$ cat src/rtl/ddr_rdata_tagger_if.sv
// Handshake bundle between the DDR read port, the read-command issue logic and
// the AXI-side data FIFO. The slave modport is the tagger; master is its environment.
interface ddr_rdata_tagger_if #(
  parameter int DATA_WIDTH = 128,
  parameter int ID_WIDTH   = 4
);
  logic                  tag_valid;
  logic [ID_WIDTH-1:0]   tag_id;
  logic [3:0]            tag_len;
  logic                  tag_ready;
  logic                  ddr_rvalid;
  logic [DATA_WIDTH-1:0] ddr_rdata;
  logic                  out_valid;
  logic [DATA_WIDTH-1:0] out_data;
  logic [ID_WIDTH-1:0]   out_id;
  logic                  out_last;
  logic                  out_ready;
  logic                  err_orphan;
  logic                  err_ovf;

  modport master (
    output tag_valid, tag_id, tag_len, ddr_rvalid, ddr_rdata, out_ready,
    input  tag_ready, out_valid, out_data, out_id, out_last, err_orphan, err_ovf
  );

  modport slave (
    input  tag_valid, tag_id, tag_len, ddr_rvalid, ddr_rdata, out_ready,
    output tag_ready, out_valid, out_data, out_id, out_last, err_orphan, err_ovf
  );
endinterface

$ cat src/rtl/ddr_rdata_tagger.sv
// Tags unstallable DDR read beats with the ID/RLAST of their command and buffers
// them behind a credit scheme so every returning beat is guaranteed a slot.
module ddr_rdata_tagger #(
  parameter int DATA_WIDTH = 128,
  parameter int ID_WIDTH   = 4,
  parameter int TAG_DEPTH  = 8,
  parameter int BUF_DEPTH  = 32
) (
  input  logic                  sclk,
  input  logic                  rst,
  ddr_rdata_tagger_if.slave     bus
);
  localparam int TAW = $clog2(TAG_DEPTH);
  localparam int BAW = $clog2(BUF_DEPTH);
  localparam int CW  = BAW + 1;
  localparam logic [CW-1:0] BUF_FULL = CW'(BUF_DEPTH);

  typedef struct packed {
    logic [DATA_WIDTH-1:0] data;
    logic [ID_WIDTH-1:0]   id;
    logic                  last;
  } beat_t;

  // Tag FIFO
  logic [ID_WIDTH-1:0] tag_id_mem  [TAG_DEPTH];
  logic [3:0]          tag_len_mem [TAG_DEPTH];
  logic [TAW:0]        tag_wr_q, tag_rd_q;
  logic                tag_empty, tag_full;

  // Beat buffer: memory FIFO behind a registered head entry
  beat_t               buf_mem [BUF_DEPTH];
  logic [BAW:0]        buf_wr_q, buf_rd_q;
  beat_t               head_q, head_d;
  logic                head_v_q, head_v_d;
  logic                mem_we, mem_re, mem_empty;
  logic [CW-1:0]       cnt_q, cnt_d;

  logic [CW-1:0]       credit_q, credit_d;
  logic [3:0]          beat_cnt_q, beat_cnt_d;
  logic                err_orphan_q, err_ovf_q;

  logic [CW-1:0]       len_beats;
  logic                tag_acc, beat_hit, beat_last, tag_pop;
  logic                buf_full, buf_push, buf_pop;
  logic [ID_WIDTH-1:0] head_id;
  logic [3:0]          head_len;
  beat_t               in_beat;

  assign tag_empty = (tag_wr_q == tag_rd_q);
  assign tag_full  = (tag_wr_q[TAW] != tag_rd_q[TAW]) &&
                     (tag_wr_q[TAW-1:0] == tag_rd_q[TAW-1:0]);
  assign head_id   = tag_id_mem[tag_rd_q[TAW-1:0]];
  assign head_len  = tag_len_mem[tag_rd_q[TAW-1:0]];

  assign len_beats     = CW'(bus.tag_len) + CW'(1);
  assign bus.tag_ready = ~tag_full & (credit_q >= len_beats);
  assign tag_acc       = bus.tag_valid & bus.tag_ready;

  // A beat with no outstanding tag is dropped; a beat into a full buffer still advances tagging
  assign beat_hit  = bus.ddr_rvalid & ~tag_empty;
  assign beat_last = (beat_cnt_q == head_len);
  assign tag_pop   = beat_hit & beat_last;
  assign in_beat   = '{data: bus.ddr_rdata, id: head_id, last: beat_last};

  assign mem_empty = (buf_wr_q == buf_rd_q);
  assign buf_full  = (cnt_q == BUF_FULL);
  assign buf_pop   = head_v_q & bus.out_ready;
  assign buf_push  = beat_hit & (~buf_full | buf_pop);

  // NOTE: every combinational output gets a default first so no path infers a latch.
  always_comb begin
    head_d   = head_q;
    head_v_d = head_v_q;
    mem_we   = 1'b0;
    mem_re   = 1'b0;
    if (!head_v_q || buf_pop) begin
      if (!mem_empty) begin
        head_d   = buf_mem[buf_rd_q[BAW-1:0]];
        head_v_d = 1'b1;
        mem_re   = 1'b1;
        mem_we   = buf_push;
      end else if (buf_push) begin
        head_d   = in_beat;
        head_v_d = 1'b1;
      end else begin
        head_v_d = 1'b0;
      end
    end else begin
      mem_we = buf_push;
    end
  end

  always_comb begin
    credit_d   = credit_q + CW'(buf_pop) - (tag_acc ? len_beats : '0);
    cnt_d      = cnt_q + CW'(buf_push) - CW'(buf_pop);
    beat_cnt_d = beat_cnt_q;
    if (beat_hit) beat_cnt_d = beat_last ? 4'd0 : beat_cnt_q + 4'd1;
  end

  // NOTE: storage arrays carry no reset; the pointers alone define what is valid.
  always_ff @(posedge sclk) begin
    if (tag_acc) begin
      tag_id_mem[tag_wr_q[TAW-1:0]]  <= bus.tag_id;
      tag_len_mem[tag_wr_q[TAW-1:0]] <= bus.tag_len;
    end
    if (mem_we) buf_mem[buf_wr_q[BAW-1:0]] <= in_beat;
  end

  // NOTE: sequential state uses non-blocking assignments only.
  always_ff @(posedge sclk or posedge rst) begin
    if (rst) begin
      tag_wr_q     <= '0;
      tag_rd_q     <= '0;
      buf_wr_q     <= '0;
      buf_rd_q     <= '0;
      head_q       <= '0;
      head_v_q     <= 1'b0;
      cnt_q        <= '0;
      credit_q     <= BUF_FULL;
      beat_cnt_q   <= '0;
      err_orphan_q <= 1'b0;
      err_ovf_q    <= 1'b0;
    end else begin
      if (tag_acc) tag_wr_q <= tag_wr_q + 1'b1;
      if (tag_pop) tag_rd_q <= tag_rd_q + 1'b1;
      if (mem_we)  buf_wr_q <= buf_wr_q + 1'b1;
      if (mem_re)  buf_rd_q <= buf_rd_q + 1'b1;
      head_q       <= head_d;
      head_v_q     <= head_v_d;
      cnt_q        <= cnt_d;
      credit_q     <= credit_d;
      beat_cnt_q   <= beat_cnt_d;
      err_orphan_q <= err_orphan_q | (bus.ddr_rvalid & tag_empty);
      err_ovf_q    <= err_ovf_q | (beat_hit & buf_full & ~buf_pop);
    end
  end

  assign bus.out_valid  = head_v_q;
  assign bus.out_data   = head_q.data;
  assign bus.out_id     = head_q.id;
  assign bus.out_last   = head_q.last;
  assign bus.err_orphan = err_orphan_q;
  assign bus.err_ovf    = err_ovf_q;
endmodule
$ cat src/flat_wrapper.sv
// flat-port wrapper written by rule: the top's interface ports become plain ports
module ddr_rdata_tagger_flat 
#(
  parameter int DATA_WIDTH = 128,
  parameter int ID_WIDTH   = 4,
  parameter int TAG_DEPTH  = 8,
  parameter int BUF_DEPTH  = 32
)
  (sclk, rst, bus_tag_valid, bus_tag_id, bus_tag_len, bus_ddr_rvalid, bus_ddr_rdata, bus_out_ready, bus_tag_ready, bus_out_valid, bus_out_data, bus_out_id, bus_out_last, bus_err_orphan, bus_err_ovf);
  ddr_rdata_tagger_if #(.DATA_WIDTH(DATA_WIDTH), .ID_WIDTH(ID_WIDTH)) bus_i ();
  input  logic sclk;
  input  logic rst;
  input wire logic [$bits(bus_i.tag_valid)-1:0] bus_tag_valid;
  input wire logic [$bits(bus_i.tag_id)-1:0] bus_tag_id;
  input wire logic [$bits(bus_i.tag_len)-1:0] bus_tag_len;
  input wire logic [$bits(bus_i.ddr_rvalid)-1:0] bus_ddr_rvalid;
  input wire logic [$bits(bus_i.ddr_rdata)-1:0] bus_ddr_rdata;
  input wire logic [$bits(bus_i.out_ready)-1:0] bus_out_ready;
  output wire logic [$bits(bus_i.tag_ready)-1:0] bus_tag_ready;
  output wire logic [$bits(bus_i.out_valid)-1:0] bus_out_valid;
  output wire logic [$bits(bus_i.out_data)-1:0] bus_out_data;
  output wire logic [$bits(bus_i.out_id)-1:0] bus_out_id;
  output wire logic [$bits(bus_i.out_last)-1:0] bus_out_last;
  output wire logic [$bits(bus_i.err_orphan)-1:0] bus_err_orphan;
  output wire logic [$bits(bus_i.err_ovf)-1:0] bus_err_ovf;
  assign bus_i.tag_valid = bus_tag_valid;
  assign bus_i.tag_id = bus_tag_id;
  assign bus_i.tag_len = bus_tag_len;
  assign bus_i.ddr_rvalid = bus_ddr_rvalid;
  assign bus_i.ddr_rdata = bus_ddr_rdata;
  assign bus_i.out_ready = bus_out_ready;
  assign bus_tag_ready = bus_i.tag_ready;
  assign bus_out_valid = bus_i.out_valid;
  assign bus_out_data = bus_i.out_data;
  assign bus_out_id = bus_i.out_id;
  assign bus_out_last = bus_i.out_last;
  assign bus_err_orphan = bus_i.err_orphan;
  assign bus_err_ovf = bus_i.err_ovf;
  ddr_rdata_tagger #(.DATA_WIDTH(DATA_WIDTH), .ID_WIDTH(ID_WIDTH), .TAG_DEPTH(TAG_DEPTH), .BUF_DEPTH(BUF_DEPTH)) u_core (.sclk(sclk), .rst(rst), .bus(bus_i));
endmodule
$ cat config.mk
export PLATFORM = sky130hd
export DESIGN_NAME = ddr_rdata_tagger_flat
export DESIGN_NICKNAME = d
export VERILOG_FILES = /design/src/rtl/ddr_rdata_tagger_if.sv /design/src/rtl/ddr_rdata_tagger.sv /design/src/flat_wrapper.sv
export SDC_FILE = /design/constraint.sdc
export NUM_CORES = 2
export LEC_CHECK = 0
export ABC_AREA = 0
export BUFFER_PORTS_ARGS = -buffer_cell sky130_fd_sc_hd__clkbuf_2
export CORE_MARGIN = 4
export CORE_UTILIZATION = 62
export CTS_CLUSTER_DIAMETER = 60
export CTS_CLUSTER_SIZE = 30
export DETAILED_ROUTE_END_ITERATION = 8
export PLACE_DENSITY = 0.79
export SKIP_LAST_GASP = 1
export SLEW_MARGIN = 20
export SYNTH_ARGS = -nofsm -noshare
export SYNTH_HDL_FRONTEND = slang
export SYNTH_MEMORY_MAX_BITS = 65536
export SYNTH_SLANG_ARGS = --single-unit
$ cat constraint.sdc
create_clock -name sclk -period 10.4 [get_ports sclk]
set_input_delay 0.52 -clock sclk [delete_from_list [all_inputs] [get_ports sclk]]
set_output_delay 0.52 -clock sclk [all_outputs]
set_load 0.1 [all_outputs]
==> metrics.md <==
| Metric | Value |
|---|---|
| TritonCTS clock tree | yes |
| Reg2reg start | u_core.tag_rd_q[1] |
| Synth Cell Area | 0.1729 mm² |
| CTS Root Cell | clkbuf_16 |
| CTS H-tree lvls | 4 |
| Final worst slack | 4.793 ns |
| # DRC | 0 |
| Unrepaired setup endpoints after global routing | no |
| Layout cell share with drive strength beyond 1 | 25.35% |
| Synth Flop Type | edfxtp_1 |
| Hold wc startpoint | bus_ddr_rdata[115] |
| Die span in x | 536.1 µm |
| Final Skew | 0.08110 ns |
| Worst Path Arrival | 6.15 ns |
| Top delay family on crit path | buffers and inverters |
| Worst hold path type | primary input to flop |
| Cells after Synth | 7620 |
| Synth async-reset ratio | 3.829% |
| Pwr Density | 265.6 mW/mm² |
| Slew margin rel. | 10.40% |
| CTS max path bufs | 4 |
| Routed vias | 83510 |
| Cts bufs inserted | 227 |
| WP data required | 10.95 ns |
| Slowest-stage cell, CP | dfrtp_1 |
| Global placer's final weighted congestion | 0.7628 |
| Worst-Skew Late Latency | 0.96 ns |
| Fillers | 16300 |
| Final Cycle Share | 53.91% |
| Vias/cell | 7.086 |
| CTS clock-pin slew for the worst setup and hold paths | 0.11 ns |
| Grt ovf | 0 |
| Total GRT Usage | 29.20% |
| R2R setup slack | 4.79 ns |
| Final Slew Violations | 0 |
| Crit path kind | flop to flop |
| Worst reg-to-reg path cell count | 8 |
| Worst Setup SP | u_core.tag_rd_q[1] |
| Largest net degree at the start of global routing | 164 |
| Clock sink total | 4492 |
| Worst-margin pin slew | 1.344 ns |
| Die H | 536.1 µm |
| Antenna viol nets, final | 0 |
| CP endpoint kind | flop |
| Flop pwr share | 44.7% |
| Setup_tns | 0 ns |
| Logic pwr share | 33.7% |
| Hpwl dp | 200800 µm |
| Starting density of the core | 62.43% |
| Number of global-route vias before repair | 83390 |
| Post-CTS Setup Repair Bufs | 0 |
| Register bit total from synthesis | 4492 |
| Synth cell types | 59 |
| Cell repeated most along the worst path | buf_4 |
| Worst VDD drop | 0.0002725 V |
| P_int | 32.55 mW |
| Leak pwr | 58.82 nW |
| Critical Path Stages | 8 |
| Layout area overhead | 7.768% |
| Cells along the critical path | xnor2_1 > a41o_1 > nand2b_1 > a21oi_4 > nand2_1 > nor2_4 > buf_4 > buf_4 |
| Core Footprint | 0.2770 mm² |
| Maximum clock frequency | 178.4 MHz |
| Port Buf Inserts | 277 |
| Largest stage delay, worst path | 0.94 ns |
| Worst setup path end | u_core.buf_mem[14][63] |
| Wirelength per Cell | 35.47 µm |
| DR iter-0 viols | 13350 |
| Period minus WS final | 5.607 ns |
| Register area share after synthesis | 77.51% |
| Status | finished, final reports clean |
| Total number of yosys warnings | 0 |
| FP Rows | 193 |
| Clock Power Share | 21.6% |
| Total of max-cap violations | 0 |
| I/O pins | 278 |
| Avg Cell Area, Syn | 22.69 µm² |
| Drt total wl | 418000 µm |
| Final Hold Vio Count | 0 |
| Critical path buffers and inverters | 2 |
| NumNets Final | 8037 |
| Critical Path Start Type | flop |
| Switching Fraction | 34.22% |
| Syn Nets | 7795 |
| Initial antenna violation count | 45 |
| Crit path max fanout | 45 |
| Die footprint | 0.2874 mm² |
| DRT Pass-1 Iters | 5 |
| # setup viols final | 0 |
| Switching pwr | 16.94 mW |
| Worst reg2reg endpoint | u_core.buf_mem[14][63] |
| Number of enable flip-flop cells after synthesis | 4320 |
| Pre-CTS setup slack | 4.866 ns |
| First-pass GRT wire length | 603500 µm |
==> cell usage after synthesis, drive strengths merged, types with 5 or more instances <==
library cell	number	area share (%)
nand2b	6	0.022
o22ai	38	0.14
nand2	23	0.050
mux4	1074	14
xnor2	25	0.13
clkbuf	108	0.24
nor3	44	0.13
a21oi	274	0.80
xor2	15	0.076
nor2b	38	0.14
a22o	132	0.67
nor2	178	0.39
nand3	12	0.035
inv	27	0.059
a21o	9	0.039
a211oi	96	0.42
and2	66	0.24
ha	32	0.23
edfxtp	4320	75
nand3b	6	0.026
mux2	84	0.55
a2111oi	94	0.48
o21ai	5	0.014
dfrtp	171	2.5
buf	333	1.3
mux2i	374	2.2
==> layout make-up <==
class                           count  area [µm²]  share of cell area [%]
Clock buffer                      252        5888                   3.160
Antenna cell                       29       72.57                 0.03894
Multi-Input combinational cell   2660       36400                   19.53
Timing Repair Buffer              454        3118                   1.673
Inverter                           27       116.4                 0.06244
Tap cell                         3705        4636                   2.488
Clock inverter                    166        2077                   1.115
Sequential cell                  4492      134000                   71.93
==> layer usage <==
layer,vias to the layer above,track usage [%],wire length (µm)
met5,-,0,172
met3,795,5.724,47930
li1,32570,-,-
met4,26,8.838,13610
met2,6061,46.85,206900
met1,44060,41.68,149400
==> cell usage in the layout (no fill, tap or decap), drive strengths merged, types with 96 or more instances in the layout <==
| master | netlist | final |
|---|---|---|
| a22o | 132 | 132 |
| edfxtp | 4320 | 4320 |
| dfrtp | 171 | 171 |
| mux4 | 1074 | 1074 |
| mux2i | 374 | 374 |
| inv | 27 | 99 |
| buf | 333 | 165 |
| nor2 | 178 | 178 |
| a21oi | 274 | 274 |
| clkbuf | 108 | 529 |
| a211oi | 96 | 96 |
==> worst min-delay path by stage <==
stage | endpoint | slack [ns] | cells past startpoint
final | u_core.buf_mem[13][120] | 0.16 | 1
after global routing | u_core.buf_mem[21][12] | 0.19 | 1
after CTS | u_core.buf_mem[13][120] | 0.12 | 1
after detailed placement | u_core.bus.err_orphan | 0.45 | 1
after global placement | u_core.bus.err_orphan | 0.45 | 1
after floorplan | u_core.buf_rd_q[5] | 0.46 | 1
==> sequential cells by signal (all words and copies together) (netlist names) <==
register	flops
u_core.tag_wr_q	4
u_core.tag_len_mem	32
u_core.bus.out_data	128
u_core.buf_mem	4256
u_core.buf_wr_q	6
u_core.bus.err_ovf	1
u_core.cnt_q	6
u_core.buf_rd_q	6
u_core.credit_q	6
u_core.tag_rd_q	4
u_core.bus.err_orphan	1
u_core.beat_cnt_q	4
u_core.tag_id_mem	32
u_core.bus.out_id	4
u_core.bus.out_last	1
u_core.bus.out_valid	1
==> per-stage QoR <==
step	utilization [%]	instance area, µm²	hold slack [ns]	power [mW]	instances
after floorplan	-	172900	0.4617	34.88	7620
final	67.28	186400	0.1650	49.49	11790
after CTS	67.23	186200	0.1202	49.61	11750
after detailed placement	64.31	178100	0.4481	39.03	11320
after global placement	64.31	178100	0.4475	38.70	11320
after global routing	67.27	186300	0.1931	51.37	11770
==> worst reg2reg max path, delay by kind of cell, from the launching register on <==
kind / cells / cell delay (ns)
flops: 1 / 0.94
compound gates: 2 / 0.74
buf+inv: 2 / 1.70
xor+xnor: 1 / 0.21
simple gates: 3 / 1.57
==> power by group through the flow <==
stage	clock [mW]	sequential [mW]	combinational, mW
detailed placement	0	22.5	16.5
global placement	0	22.4	16.3
finish	10.7	22.1	16.7
floorplan	0	24.1	10.8
CTS	10.8	22.1	16.7
global route	11.6	22.2	17.6
==> timing repair <==
action | in CTS | in global routing
gates resized for setup | 0 | 0
hold buffers | 12 | 0
endpoints found under the hold margin | 136 | 0
==> kinds of logic (layout without fill, tap and decap cells) <==
family | after synthesis | count (layout) | share of synthesized area [%]
flip-flops | 4492 | 4492 | 77.51
other | 0 | 29 | 0
AND/OR/NAND/NOR | 395 | 395 | 1.127
AO/OA/AOI/OAI | 659 | 659 | 2.601
XOR/XNOR | 40 | 40 | 0.2026
adder cells (fa/ha/maj) | 34 | 34 | 0.2547
buffers and inverters | 468 | 899 | 1.606
multiplexers | 1532 | 1532 | 16.70
Power figures use the tool's default switching activity.
